File: src/rtl/decode_stage_nw.sv
// decode_stage_nw
//   N-wide RV32I decode stage between fetch and rename. Each cycle it can take
//   a group of up to DW instructions. It decodes every lane to register
//   indices, a sign-extended immediate, an ALU op class and an illegal flag.
//   The decoded group is registered and presented one cycle later. A skid
//   entry absorbs one cycle of downstream backpressure, so the stage runs at
//   full throughput.
//
// Ports
//   clk, reset             clock, synchronous active-high reset
//   flush                  drop the held groups and any group offered this cycle
//   in_valid / in_ready    upstream group handshake
//   in_lane_valid [DW]     per-lane valid; only the run of ones from lane 0 counts
//   in_instr  [32*DW]      lane i = bits [32i+31:32i]
//   in_pc     [XLEN*DW]    lane i PC
//   out_valid / out_ready  downstream group handshake
//   out_lane_valid, out_pc, out_opcode, out_rs1, out_rs2, out_rd,
//   out_imm, out_alu_op, out_illegal   decoded per-lane fields, packed by lane
module decode_stage_nw #(
    parameter int DW   = 2,
    parameter int XLEN = 32
) (
    input  logic              clk,
    input  logic              reset,
    input  logic              flush,
    input  logic              in_valid,
    output logic              in_ready,
    input  logic [DW-1:0]     in_lane_valid,
    input  logic [32*DW-1:0]  in_instr,
    input  logic [XLEN*DW-1:0] in_pc,
    output logic              out_valid,
    input  logic              out_ready,
    output logic [DW-1:0]     out_lane_valid,
    output logic [XLEN*DW-1:0] out_pc,
    output logic [7*DW-1:0]   out_opcode,
    output logic [5*DW-1:0]   out_rs1,
    output logic [5*DW-1:0]   out_rs2,
    output logic [5*DW-1:0]   out_rd,
    output logic [32*DW-1:0]  out_imm,
    output logic [3*DW-1:0]   out_alu_op,
    output logic [DW-1:0]     out_illegal
);

    typedef struct packed {
        logic            lane_valid;
        logic [XLEN-1:0] pc;
        logic [6:0]      opcode;
        logic [4:0]      rs1;
        logic [4:0]      rs2;
        logic [4:0]      rd;
        logic [31:0]     imm;
        logic [2:0]      alu_op;
        logic            illegal;
    } lane_t;

    typedef lane_t [DW-1:0] group_t;

    // An invalid lane decodes to all zeros, including pc and illegal.
    function automatic lane_t decode_lane(input logic v, input logic [31:0] instr,
                                          input logic [XLEN-1:0] pc);
        lane_t       d;
        logic [31:0] imm_i, imm_s, imm_b, imm_u, imm_j;
        imm_i = {{20{instr[31]}}, instr[31:20]};
        imm_s = {{20{instr[31]}}, instr[31:25], instr[11:7]};
        imm_b = {{19{instr[31]}}, instr[31], instr[7], instr[30:25], instr[11:8], 1'b0};
        imm_u = {instr[31:12], 12'b0};
        imm_j = {{11{instr[31]}}, instr[31], instr[19:12], instr[20], instr[30:21], 1'b0};
        d = '0;
        if (v) begin
            d.lane_valid = 1'b1;
            d.pc         = pc;
            d.opcode     = instr[6:0];
            case (instr[6:0])
                7'b0010011: begin d.rs1 = instr[19:15]; d.rd = instr[11:7]; d.imm = imm_i; d.alu_op = 3'd0; end
                7'b0110011: begin d.rs1 = instr[19:15]; d.rs2 = instr[24:20]; d.rd = instr[11:7]; d.alu_op = 3'd1; end
                7'b0000011: begin d.rs1 = instr[19:15]; d.rd = instr[11:7]; d.imm = imm_i; d.alu_op = 3'd2; end
                7'b0100011: begin d.rs1 = instr[19:15]; d.rs2 = instr[24:20]; d.imm = imm_s; d.alu_op = 3'd3; end
                7'b1100011: begin d.rs1 = instr[19:15]; d.rs2 = instr[24:20]; d.imm = imm_b; d.alu_op = 3'd4; end
                7'b0110111: begin d.rd = instr[11:7]; d.imm = imm_u; d.alu_op = 3'd5; end
                7'b1100111: begin d.rs1 = instr[19:15]; d.rd = instr[11:7]; d.imm = imm_i; d.alu_op = 3'd6; end
                7'b1101111: begin d.rd = instr[11:7]; d.imm = imm_j; d.alu_op = 3'd7; end
                default:    d.illegal = 1'b1;
            endcase
        end
        return d;
    endfunction

    group_t dec_p0;
    logic   vld_p0;
    group_t main_p1, skid_p1;
    logic   main_vld_p1, skid_vld_p1;
    logic   accept, load, drain;

    // Stage 0: lane masking and combinational decode
    always_comb begin
        logic run;
        dec_p0 = '0;
        run    = 1'b1;
        // Lanes past the first cleared mask bit are forced invalid.
        for (int i = 0; i < DW; i++) begin
            run       = run & in_lane_valid[i];
            dec_p0[i] = decode_lane(run, in_instr[32*i +: 32], in_pc[XLEN*i +: XLEN]);
        end
        vld_p0 = in_lane_valid[0];
    end

    // in_ready comes from registered state only; out_ready never reaches it.
    assign in_ready = !skid_vld_p1 && !reset;
    assign accept   = in_valid && in_ready && !flush;
    // A group whose effective mask is empty is accepted and silently dropped.
    assign load     = accept && vld_p0;
    assign drain    = main_vld_p1 && out_ready;

    // Stage 1: main/skid group registers
    always_ff @(posedge clk) begin
        if (reset || flush) begin
            main_vld_p1 <= 1'b0;
            skid_vld_p1 <= 1'b0;
            main_p1     <= '0;
            skid_p1     <= '0;
        end else if (drain) begin
            if (skid_vld_p1) begin
                main_p1     <= skid_p1;
                main_vld_p1 <= 1'b1;
                skid_p1     <= '0;
                skid_vld_p1 <= 1'b0;
            end else if (load) begin
                main_p1     <= dec_p0;
                main_vld_p1 <= 1'b1;
            end else begin
                main_p1     <= '0;
                main_vld_p1 <= 1'b0;
            end
        end else if (!main_vld_p1) begin
            if (load) begin
                main_p1     <= dec_p0;
                main_vld_p1 <= 1'b1;
            end
        end else if (load) begin
            skid_p1     <= dec_p0;
            skid_vld_p1 <= 1'b1;
        end
    end

    assign out_valid = main_vld_p1;

    always_comb begin
        out_lane_valid = '0;
        out_pc         = '0;
        out_opcode     = '0;
        out_rs1        = '0;
        out_rs2        = '0;
        out_rd         = '0;
        out_imm        = '0;
        out_alu_op     = '0;
        out_illegal    = '0;
        for (int i = 0; i < DW; i++) begin
            out_lane_valid[i]        = main_p1[i].lane_valid;
            out_pc[XLEN*i +: XLEN]   = main_p1[i].pc;
            out_opcode[7*i +: 7]     = main_p1[i].opcode;
            out_rs1[5*i +: 5]        = main_p1[i].rs1;
            out_rs2[5*i +: 5]        = main_p1[i].rs2;
            out_rd[5*i +: 5]         = main_p1[i].rd;
            out_imm[32*i +: 32]      = main_p1[i].imm;
            out_alu_op[3*i +: 3]     = main_p1[i].alu_op;
            out_illegal[i]           = main_p1[i].illegal;
        end
    end

endmodule
File: config.mk
export PLATFORM = sky130hd
export DESIGN_NAME = decode_stage_nw
export DESIGN_NICKNAME = d
export VERILOG_FILES = /design/src/rtl/decode_stage_nw.sv
export SDC_FILE = /design/constraint.sdc
export NUM_CORES = 1
export LEC_CHECK = 0
export BUFFER_PORTS_ARGS = -buffer_cell sky130_fd_sc_hd__buf_2
export CORE_MARGIN = 1.5
export CORE_UTILIZATION = 50
export DETAILED_ROUTE_END_ITERATION = 6
export PLACE_DENSITY = 0.84
export REMOVE_ABC_BUFFERS = 1
export SYNTH_ARGS = -nofsm -noshare
export SYNTH_HDL_FRONTEND = slang
export SYNTH_SLANG_ARGS = --single-unit
File: constraint.sdc
create_clock -name clk -period 2.5 [get_ports clk]
set_clock_uncertainty 0.05 [all_clocks]
set_input_delay 0.5 -clock clk [delete_from_list [all_inputs] [get_ports clk]]
set_output_delay 0.5 -clock clk [all_outputs]
set_load 0.02 [all_outputs]
[After elaboration in Yosys (flattened, before gate mapping)]
Cells that the tools add are included.
Word-level totals
  logic and storage cells: 108
  bits of input ports: 135
  output and inout bits: 184
  register bits: 366
Operators by class
  equality and inequality tests: 18
  reduce and logical (&&, ||, !) cells: 25
  muxes and demuxes: 26
  bitwise logic cells: 1
Operators by type and width (number)
  two-way mux 182 bit: 8
  case mux 32 bit (5 select lines): 2
  two-way mux 91 bit: 2
  equality test 7 x 6 -> 1 bit, second input constant: 6
  equality test 7 bit, second input constant: 6
  case mux 3 bit (7 select lines): 2
  two-way mux 5 bit: 6
  OR reduction 6 bit: 4
  OR reduction 8 bit: 2
  equality test 7 x 2 -> 1 bit, second input constant: 2
  equality test 7 x 5 -> 1 bit, second input constant: 2
  OR reduction 3 bit: 4
  two-way mux 1 bit: 6
  logical AND 1 bit: 5
  AND reduction 2 bit: 2
  nonzero test 2 bit: 2
  zero test 1 bit: 3
  AND reduction 3 bit: 1
  inequality test 2 x 1 -> 1 bit, second input constant: 1
  inequality test 2 bit, second input constant: 1
  OR reduction 2 bit: 1
  AND 1 bit: 1
  logical OR 1 bit: 1

[Longest topological paths before layout]
Gate-level depths: netlist of the first run.
  depth in word-level cells: 8
  mapped depth: 9
  mapped depth without buffers: 5

[Least setup slack after synthesis of the first run]
Ideal clock, no wire load.
  kind: in2reg
  start point: input in_instr[35]
  end point: register main_p1, in the netlist out_imm[44]
  buffers on the path: 1
  setup slack: 382 ps
  cell stages on the path: 6
  library setup time: 126 ps
  data arrival time: 1942 ps
  data required time: 2324 ps
  cell sequence: buf_2 and4bb_2 and4_1 a311oi_2 o21a_1 a21oi_1
On the way
  longest elaborated chain between the ends: 7
  elaborated cells on any way between the ends: 15
  those cells by class: eq/ne (7); mux (7); reduce/logical (1)
RTL lines
  start, declared: line 29  | input logic [32*DW-1:0] in_instr,
  equality test 7 bit (tied with other cells): line 73  | case (instr[6:0])
  OR reduction 3 bit (no line)
  case mux 32 bit (5 select lines) *: line 73
  two-way mux 91 bit *: line 69  | if (v) begin
  two-way mux 182 bit, on equally long branches: line 135, 127
  two-way mux 182 bit, on equally long branches: line 134, 122
  two-way mux 182 bit *: line 121  | end else if (drain) begin
  end signal, assigned: line 123  | main_p1 <= skid_p1;
  end signal, assigned: line 128  | main_p1 <= dec_p0;
  end signal, assigned: line 136  | main_p1 <= dec_p0;
  end, declared: line 90  | group_t main_p1, skid_p1;
Every way passes the cells marked *; elsewhere a longest branch is shown, timed or not. The select of a mux whose other input is x is not followed.
A chain may end at the register's enable or synchronous reset.

[Worst setup path in the final report of the first run]
  start point: register skid_vld_p1
  end point: register main_p1, in the netlist out_rd[3]
On the way
  longest elaborated chain between the ends: 8
  elaborated cells on any way between the ends: 10
  those cells by class: mux (3); reduce/logical (7)
RTL lines
  start, declared: line 91  | logic main_vld_p1, skid_vld_p1;
  start signal, assigned: line 118  | skid_vld_p1 <= 1'b0;
  start signal, assigned: line 126  | skid_vld_p1 <= 1'b0;
  start signal, assigned: line 141  | skid_vld_p1 <= 1'b1;
  zero test 1 bit: line 108  | assign in_ready = !skid_vld_p1 && !reset;
  logical AND 1 bit: line 108
  logical AND 1 bit (2 in a row): line 109  | assign accept = in_valid && in_ready && !flush;
  logical AND 1 bit: line 111  | assign load = accept && vld_p0;
  two-way mux 182 bit: line 127  | end else if (load) begin
  two-way mux 182 bit: line 122  | if (skid_vld_p1) begin
  two-way mux 182 bit: line 121
Several ways; a longest one is shown, not always the timed one.

==> flow_summary.json, run 1 <==
{
  "outcome": "finished, violations left",
  "failed_checks": "DRC",
  "worst-path-stages": 6,
  "avgRoutedWirePerCell_um": 19.95,
  "rows": 64,
  "fp.dieH_um": 178.5,
  "p_sw_share_pct": 23.86,
  "cts_tree": "built",
  "cts_buffers": 39,
  "setup.worst_path.start_class": "flip-flop",
  "grt_pass1_vias": 14490,
  "hold_viol": 0,
  "fin_crit_sh_pct": 93.52,
  "dp_hpwl_um": 30050,
  "crit_arrival_ps": 2730,
  "maxCapViolations": 0,
  "met1_usage_pct": 36.87,
  "antenna_found_initial": 4,
  "crit_fanout": 16,
  "drtAntennaViolNets": 0,
  "p_comb_share_pct": 8.3,
  "setup_ws_ps": 162.0,
  "drive_gt1_share_pct": 28.10,
  "p_sw_uw": 3061,
  "htreeDepth": 2,
  "path_clk_slew_ps": 60,
  "nets": 2109,
  "drtIter0Drc": 1474,
  "vias": 15130,
  "slew_headroom_pct": 42.51,
  "dr.pass1.iters": 7,
  "whs_path_depth": 3,
  "slew_viol_final": 0,
  "core_um2": 30430,
  "initial_core_util_pct": 50.59,
  "syn_inst": 1724,
  "io_pins": 319,
  "areaGrowthSynthToFinish_pct": 21.82,
  "mostFrequentLayoutCells": "dfxtp_1 (366), buf_2 (318), o21ai_0 (194)",
  "fmaxAchievable_mhz": 427.7,
  "ir_worst_vdd_mv": 0.5582,
  "tightest_slew_ps": 857.2,
  "clk_latency_ps": 520,
  "powerDensity_nw_per_um2": 684.1,
  "p_leak_uw": 0.007741,
  "gp_congestion": 0.8456,
  "grt_overflow": 0,
  "drc": 3,
  "p_seq_share_pct": 46.5,
  "dominantRegCellSynth": "dfxtp_1",
  "ys_ff_latch": 366,
  "preCtsSetupSlack_ps": 71.24,
  "hold_path.class": "in2reg",
  "synth.avg_cell_area_um2": 8.929,
  "synth-seq-area-share_pct": 47.60,
  "period_needed_ps": 2338,
  "cp_data_required_time_ps": 2900,
  "synth_area_um2": 15390,
  "holdBufCountCts": 0,
  "crit_buf_inv": 1,
  "synth_edf_count": 0,
  "crit_path_end_kind": "flip-flop",
  "cp_top_family": "compound AO/OA/AOI/OAI gates",
  "setup_viol_count_final": 0,
  "die-area_um2": 31850,
  "p_int_uw": 9767,
  "worstSetupPathType": "reg2reg",
  "grtUsageMet3_pct": 6.309,
  "p_clk_share_pct": 45.2,
  "yosys.cell_types.count": 61,
  "reg2regPathDepth": 6,
  "grt_pass1_wl_um": 75060,
  "wl_um": 47830,
  "cts_setup_buffers": 0,
  "mostFrequentLayoutCell": "dfxtp_1",
  "ys_warn_count": 0,
  "track_usage_pct": 28.90,
  "path_cells": "nor3_2 > a21oi_1 > buf_4 > a211oi_1 > a221oi_1 > nor2_1",
  "cts_resized": 0,
  "rsz0062_at_grt": "false",
  "vias_per_cell": 6.310,
  "grt.busiest_layer": "met2",
  "portBuffers": 318,
  "cts_root_buf": "clkbuf_16",
  "fp.dieW_um": 178.5,
  "clock_path_buffers": 3,
  "grt_max_degree": 103,
  "cts.sinks": 366,
  "use_met2_pct": 47.21,
  "tns_ps": 0,
  "async_reset_ff_share_pct": 0,
  "slowest_stage": "a211oi_1",
  "max_stage_delay_ps": 720
}
## power by group through the flow
stage               clock, uW  sequential (uW)  combinational [uW]
floorplan                   0             6190                 446
global placement            0             6090                1020
detailed placement          0             6090                1040
CTS                      5850             5960                1050
global route             6080             5970                1140
finish                   5800             5960                1070
## final timing paths
path                                  start            to  slack, ps
worst max-delay path            skid_vld_p1     out_rd[3]        160
worst min-delay path              in_pc[32]  skid_p1[149]        200
worst max register to register  skid_vld_p1     out_rd[3]        160
worst min register to register  skid_p1[23]   skid_p1[23]        400
## metrics by stage
stage               hold WS, ps  instances  total power [uW]  instance area [um^2]  utilization, %
floorplan                 365.9       1553              6632                 14620               -
global placement          377.5       2329              7110                 17470           57.41
detailed placement        386.9       2329              7130                 17470           57.41
CTS                       179.0       2396             12860                 18750           61.61
global route              192.9       2397             13180                 18750           61.62
finish                    195.5       2398             12830                 18750           61.63
## flip-flops by register name (all words and copies together), names as in the netlist
signal,flops
skid_p1,182
out_imm,64
out_pc,64
out_opcode,14
out_rd,10
out_rs1,10
out_rs2,10
out_alu_op,6
out_illegal,2
out_lane_valid,2
out_valid,1
skid_vld_p1,1
## cells in the mapped netlist (4+ instances only)
master / n / area share [%]
nand3_1: 90 / 2.9
nand2_1: 155 / 3.8
a22oi_1: 37 / 1.8
o21a_1: 4 / 0.20
a221oi_1: 29 / 1.6
buf_2: 31 / 1.0
or2_1: 5 / 0.20
a21oi_1: 188 / 6.1
a32o_1: 10 / 0.65
a31oi_1: 12 / 0.49
buf_6: 12 / 0.88
o21ai_1: 20 / 0.65
nor2b_1: 7 / 0.28
buf_1: 9 / 0.22
a222oi_1: 11 / 0.72
o21ai_0: 194 / 6.3
a221oi_2: 103 / 10
clkbuf_1: 118 / 2.9
and2_1: 9 / 0.37
nor3_1: 8 / 0.26
dfxtp_1: 366 / 48
a211oi_1: 10 / 0.49
and3_1: 18 / 0.73
nor2_1: 178 / 4.3
or3_1: 4 / 0.16
o22ai_1: 8 / 0.33
a22o_1: 32 / 1.8
## worst register-to-register path, cell delays in order (launching register included)
cell	delay [ps]
dfxtp_1	470
nor3_2	360
a21oi_1	110
buf_4	180
a211oi_1	730
a221oi_1	190
nor2_1	170
## routing by layer
metal | share of wire [%] | up-vias
li1 | - | 6881
met1 | 40 | 7249
met2 | 47 | 873
met3 | 9.6 | 126
met4 | 3.2 | 2
met5 | 0.027 | -
## kinds of logic (layout without fill, tap and decap cells)
| family | Yosys count | after routing | share of synthesized area (%) |
|---|---|---|---|
| muxes | 3 | 3 | 0.2032 |
| other | 0 | 2 | 0 |
| and+or+nand+nor | 501 | 501 | 14.53 |
| DFF | 366 | 366 | 47.60 |
| AOI/OAI and AO/OA | 680 | 680 | 32.56 |
| buffers and inverters | 174 | 450 | 5.104 |
## area by class of cell
class | count | area [um^2]
Fill cell | 2505 | 11680
Inverter | 3 | 11.26
Multi-Input combinational cell | 1184 | 7367
Timing Repair Buffer | 380 | 2270
Clock buffer | 60 | 1167
Tap cell | 396 | 495.5
Antenna cell | 2 | 5.005
Sequential cell | 366 | 7327
Clock inverter | 7 | 110.1
(Power assumes the default switching activity.)
==> run 2, diff against run 1 <==
--- a/config.mk
+++ b/config.mk
@@ -9,7 +9,7 @@
 export CORE_MARGIN = 1.5
 export CORE_UTILIZATION = 50
 export DETAILED_ROUTE_END_ITERATION = 6
-export PLACE_DENSITY = 0.84
+export PLACE_DENSITY = 0.7
 export REMOVE_ABC_BUFFERS = 1
 export SYNTH_ARGS = -nofsm -noshare
 export SYNTH_HDL_FRONTEND = slang
==> run 2 against run 1 <==
Against the previous run:
- the flow still finishes with violations (DRC)
- final area is essentially flat
- sequential power is essentially flat
- global-route usage shrank 0.35 points
- maximum frequency grew 1.6%
- non-clock buffer count grew 20
- register-to-register slack gained 40 ps
- clock power shrank 8.1%
- via count shrank 3.3%
- sequential share of layout area is essentially flat
- hold slack gained 8.2 ps
- worst setup slack gained 37 ps
- wire length shrank 1.9%
- critical endpoint is now out_imm[12]
==> flow_summary.json, run 2 (synthesis gave the netlist of run 1 again) <==
{
  "nets": 2129,
  "cp_data_required_time_ps": 2880,
  "drive_gt1_share_pct": 28.58,
  "period_needed_ps": 2301,
  "grt_overflow": 0,
  "fin_util_pct": 61.61,
  "setup.worst_path.start_class": "flip-flop",
  "outcome": "finished, violations left",
  "worstSetupPathType": "reg2reg",
  "portBuffers": 318,
  "largest_register_ffs": 182,
  "rsz0062_at_grt": "false",
  "timing.hold.ws_ps": 203.7,
  "hold_path.class": "in2reg",
  "initial_core_util_pct": 50.59,
  "clock_path_buffers": 3,
  "cts.sinks": 366,
  "mostFrequentLayoutCells": "dfxtp_1 (366), buf_2 (318), o21ai_0 (194)",
  "postLayoutCellArea_um2": 18750,
  "htreeDepth": 2,
  "crit_path_end_kind": "flip-flop",
  "dpl_cell_area_um2": 17600,
  "m1WireLength_um": 20330,
  "clk_latency_ps": 510,
  "cts_tree": "built",
  "routed.top_layer": "met5",
  "grt_pass1_wl_um": 73330,
  "drtIter0Drc": 1288,
  "holdBufCountCts": 0,
  "slew_headroom_pct": 35.29,
  "rows": 64,
  "grt_pass1_vias": 13690,
  "fp.dieW_um": 178.5,
  "final_cells": 2413,
  "die-area_um2": 31850,
  "antenna_found_initial": 9,
  "io_pins": 319,
  "hold_viol": 0,
  "vias": 14640,
  "cts_root_buf": "clkbuf_16",
  "path_clk_slew_ps": 60,
  "top_register": "skid_p1",
  "dp_cells": 2349,
  "gp_congestion": 0.8465,
  "ir_worst_vdd_mv": 0.4816,
  "crit_fanout": 19,
  "avgRoutedWirePerCell_um": 19.44,
  "failed_checks": "DRC",
  "maxCapViolations": 0,
  "drc": 12,
  "cts_buffers": 39,
  "fmaxAchievable_mhz": 434.6,
  "fp.dieH_um": 178.5,
  "grt_max_degree": 78,
  "dp_hpwl_um": 30560,
  "track_usage_pct": 28.55,
  "fin_crit_sh_pct": 92.04,
  "p_leak_uw": 0.007762,
  "setup_viol_count_final": 0,
  "wl_met2_um": 21050,
  "areaGrowthSynthToFinish_pct": 21.78,
  "mostFrequentLayoutCell": "dfxtp_1",
  "cts_resized": 0,
  "drtAntennaViolNets": 0,
  "wl_um": 46920,
  "core_um2": 30430,
  "dr.pass1.iters": 7,
  "vias_per_cell": 6.066,
  "slew_viol_final": 0,
  "wl_met3_um": 4365,
  "cts_setup_buffers": 0,
  "powerDensity_nw_per_um2": 659.0,
  "tightest_slew_ps": 970.7,
  "crit_arrival_ps": 2680
}
-- run 2: cell types whose count changed in the layout (fill, tap and decap cells not counted), sizes merged --
cell,delta
buf,+20
bufinv,-2
clkbuf,-7
clkinvlp,+1
diode,+3
-- run 2: final timing paths --
| check | from | end | slack [ps] | cells after the start |
|---|---|---|---|---|
| setup / recovery | skid_vld_p1 | out_imm[12] | 200 | 5 |
| setup reg to reg | skid_vld_p1 | out_imm[12] | 200 | 5 |
| hold / removal | in_instr[40] | skid_p1[128] | 200 | 2 |
| hold reg to reg | skid_p1[106] | skid_p1[106] | 390 | 2 |
-- run 2: cell type report --
cell class | count | area (um^2)
inverters | 3 | 11.26
well taps | 396 | 495.5
repair buffers | 400 | 2395
fillers | 2654 | 11680
flip-flops and latches | 366 | 7327
multi-input cells | 1184 | 7367
clock inverters | 6 | 57.56
diodes | 5 | 12.51
clock buffers | 53 | 1081
-- run 2: worst max-delay path, stage by stage, from the launching register on --
cell	delay, ps
dfxtp_1	370
buf_4	220
o31ai_4	850
nand4_1	320
buf_4	250
o22ai_1	150
-- run 2: power by group --
group	switching [uW]	internal, uW	total [uW]
logic	720	339	1060
registers	43.7	5920	5960
clock network	2240	3100	5330
-- run 2: layer usage --
layer  global-route usage, %  up-vias
met1                   38.87     6974
met3                   7.140       80
met2                   44.28      650
li1                        -     6923
met5                       0        -
met4                   9.028       10
-- run 2: per-stage QoR --
stage / setup WS [ps] / power, uW / TNS [ps]
after CTS: 247.6 / 12430 / 0
after detailed placement: 102.4 / 7135 / 0
after global placement: 122.2 / 7120 / 0
after global routing: 98.47 / 12770 / 0
after floorplan: -11220 / 6632 / -2256010
final: 198.9 / 12350 / 0
==> run 3, diff against run 2 <==
--- a/config.mk
+++ b/config.mk
@@ -10,6 +10,7 @@
 export CORE_UTILIZATION = 50
 export DETAILED_ROUTE_END_ITERATION = 6
 export PLACE_DENSITY = 0.7
+export RECOVER_POWER = 25
 export REMOVE_ABC_BUFFERS = 1
 export SYNTH_ARGS = -nofsm -noshare
 export SYNTH_HDL_FRONTEND = slang
==> run 3 against run 2 <==
Against the previous run:
- the run now ends clean
- via count grew 0.12%
- total power about the same
- flip-flop and latch count did not move
- wire length is 0.18% higher
- clock-buffer cell count unchanged
- critical endpoint unchanged
- highest routed layer unchanged
==> flow_summary.json, run 3 (synthesis gave the netlist of run 1 again) <==
{
  "use_met2_pct": 44.28,
  "drc": 0,
  "setup_ws_ps": 178.3,
  "track_usage_pct": 28.55,
  "htreeDepth": 2,
  "path_clk_slew_ps": 60,
  "max_stage_delay_ps": 840,
  "core_um2": 30430,
  "multi_input_area_um2": 7367,
  "worst_hold_path.endpoint": "skid_p1[88]",
  "cts_tree": "built",
  "portBuffers": 318,
  "top_register": "skid_p1",
  "slew_viol_final": 0,
  "postLayoutCellArea_um2": 18580,
  "gp_congestion": 0.8465,
  "ir_worst_vdd_mv": 0.4917,
  "drtAntennaViolNets": 0,
  "mostFrequentLayoutCells": "dfxtp_1 (366), o21ai_0 (194), a21oi_1 (188)",
  "reg2regPathDepth": 5,
  "setup_viol_count_final": 0,
  "tightest_slew_ps": 956.8,
  "seq_area_um2": 7327,
  "die-area_um2": 31850,
  "avgRoutedWirePerCell_um": 19.49,
  "cts_setup_buffers": 0,
  "grt.busiest_layer": "met2",
  "areaGrowthSynthToFinish_pct": 20.67,
  "path_cells": "buf_4 > o31ai_4 > nand4_1 > buf_4 > o22ai_1",
  "crit_fanout": 19,
  "drtIter0Drc": 1354,
  "path_common_cell": "buf_4",
  "io_pins": 319,
  "holdBufCountCts": 0,
  "p_leak_uw": 0.007184,
  "cts_buffers": 39,
  "grt_overflow": 0,
  "cts.sinks": 366,
  "nets": 2129,
  "worstSetupPathType": "reg2reg",
  "r2r_setup_slack_ps": 180,
  "cp_data_required_time_ps": 2880,
  "cts_resized": 0,
  "wl_um": 47000,
  "fp.dieW_um": 178.5,
  "fin_util_pct": 61.04,
  "cts_root_buf": "clkbuf_16",
  "powerDensity_nw_per_um2": 664.5,
  "grt_pass1_wl_um": 73330,
  "whs_path_depth": 3,
  "slew_headroom_pct": 36.22,
  "mostFrequentLayoutCell": "dfxtp_1",
  "clock_path_buffers": 3,
  "p_sw_share_pct": 24.35,
  "period_needed_ps": 2322,
  "grtUsageMet3_pct": 7.140,
  "cp_top_family": "compound AO/OA/AOI/OAI gates",
  "outcome": "finished clean",
  "hold_path.class": "in2reg",
  "fp.dieH_um": 178.5,
  "grt_pass1_vias": 13690,
  "antenna_found_initial": 9,
  "fin_crit_sh_pct": 92.87,
  "vias_per_cell": 6.075,
  "grt_max_degree": 78,
  "initial_core_util_pct": 50.59,
  "crit_arrival_ps": 2700,
  "rsz0062_at_grt": "false",
  "p_comb_share_pct": 8.5,
  "vias": 14650,
  "setup.worst_path.start_class": "flip-flop",
  "dpl_cell_area_um2": 17600,
  "hold_viol": 0,
  "crit_path_end_kind": "flip-flop",
  "crit_buf_inv": 2,
  "fmaxAchievable_mhz": 430.7,
  "slowest_stage": "o31ai_4",
  "dp_hpwl_um": 30560,
  "drive_gt1_share_pct": 21.87,
  "largest_register_ffs": 182,
  "r2r-end": "out_imm[12]",
  "met1_usage_pct": 38.87,
  "p_sw_uw": 3005,
  "p_int_uw": 9338,
  "clk_latency_ps": 510,
  "preCtsSetupSlack_ps": 102.4,
  "fillCellCount": 2721,
  "worstReg2RegStart": "skid_vld_p1",
  "hold_start": "in_pc[30]",
  "p_seq_share_pct": 48.3,
  "dr.pass1.iters": 6,
  "rows": 64,
  "p_clk_share_pct": 43.2,
  "maxCapViolations": 0
}
-- run 3: changes by cell type in the layout (fill, tap and decap cells not counted), sizes merged --
cell	previous run	this run
buf	400	265
clkbuf	53	188
diode	5	4
-- run 3: how the worst max path moves through the flow --
stage	startpoint	to	slack [ps]	depth (start not counted)
6_report	skid_vld_p1	out_imm[12]	180	5
5_1_grt	skid_vld_p1	out_imm[24]	100	5
4_1_cts	skid_vld_p1	out_imm[18]	250	5
3_5_place_dp	reset	out_imm[0]	100	5
3_3_place_gp	in_lane_valid[0]	out_imm[15]	120	6
2_1_floorplan	out_valid	skid_p1[126]	-11220	5
-- run 3: metrics by stage --
stage / TNS, ps / hold slack [ps] / power (uW) / instances
3_5_place_dp: 0 / 381.5 / 7135 / 2349
6_report: 0 / 201.6 / 12340 / 2412
2_1_floorplan: -2256010 / 365.9 / 6632 / 1553
3_3_place_gp: 0 / 375.4 / 7120 / 2349
4_1_cts: 0 / 186.5 / 12430 / 2408
5_1_grt: 0 / 195.9 / 12750 / 2410
-- run 3: tightest hold or removal path: stages --
cell     delay [ps]
buf_2           110
nand2_1          50
a21oi_1          50
-- run 3: power by group through the flow --
stage          clock [uW]  sequential [uW]  combinational, uW
2_1_floorplan           0             6190                446
3_3_place_gp            0             6090               1030
3_5_place_dp            0             6090               1050
4_1_cts              5410             5960               1050
5_1_grt              5660             5970               1130
6_report             5340             5960               1040
-- run 3: per-layer routing --
layer,vias to the layer above,wire length (um)
met5,-,57
met4,10,1181
met3,85,4310
met2,621,21020
met1,7021,20440
li1,6917,-
-- run 3: final cells by class --
type,instances,area share (%)
well taps,396,2.667
flip-flops and latches,366,39.45
inverters,3,0.06062
diodes,4,0.05389
clock buffers,53,5.820
multi-input cells,1184,39.66
repair buffers,400,11.98
clock inverters,6,0.3098
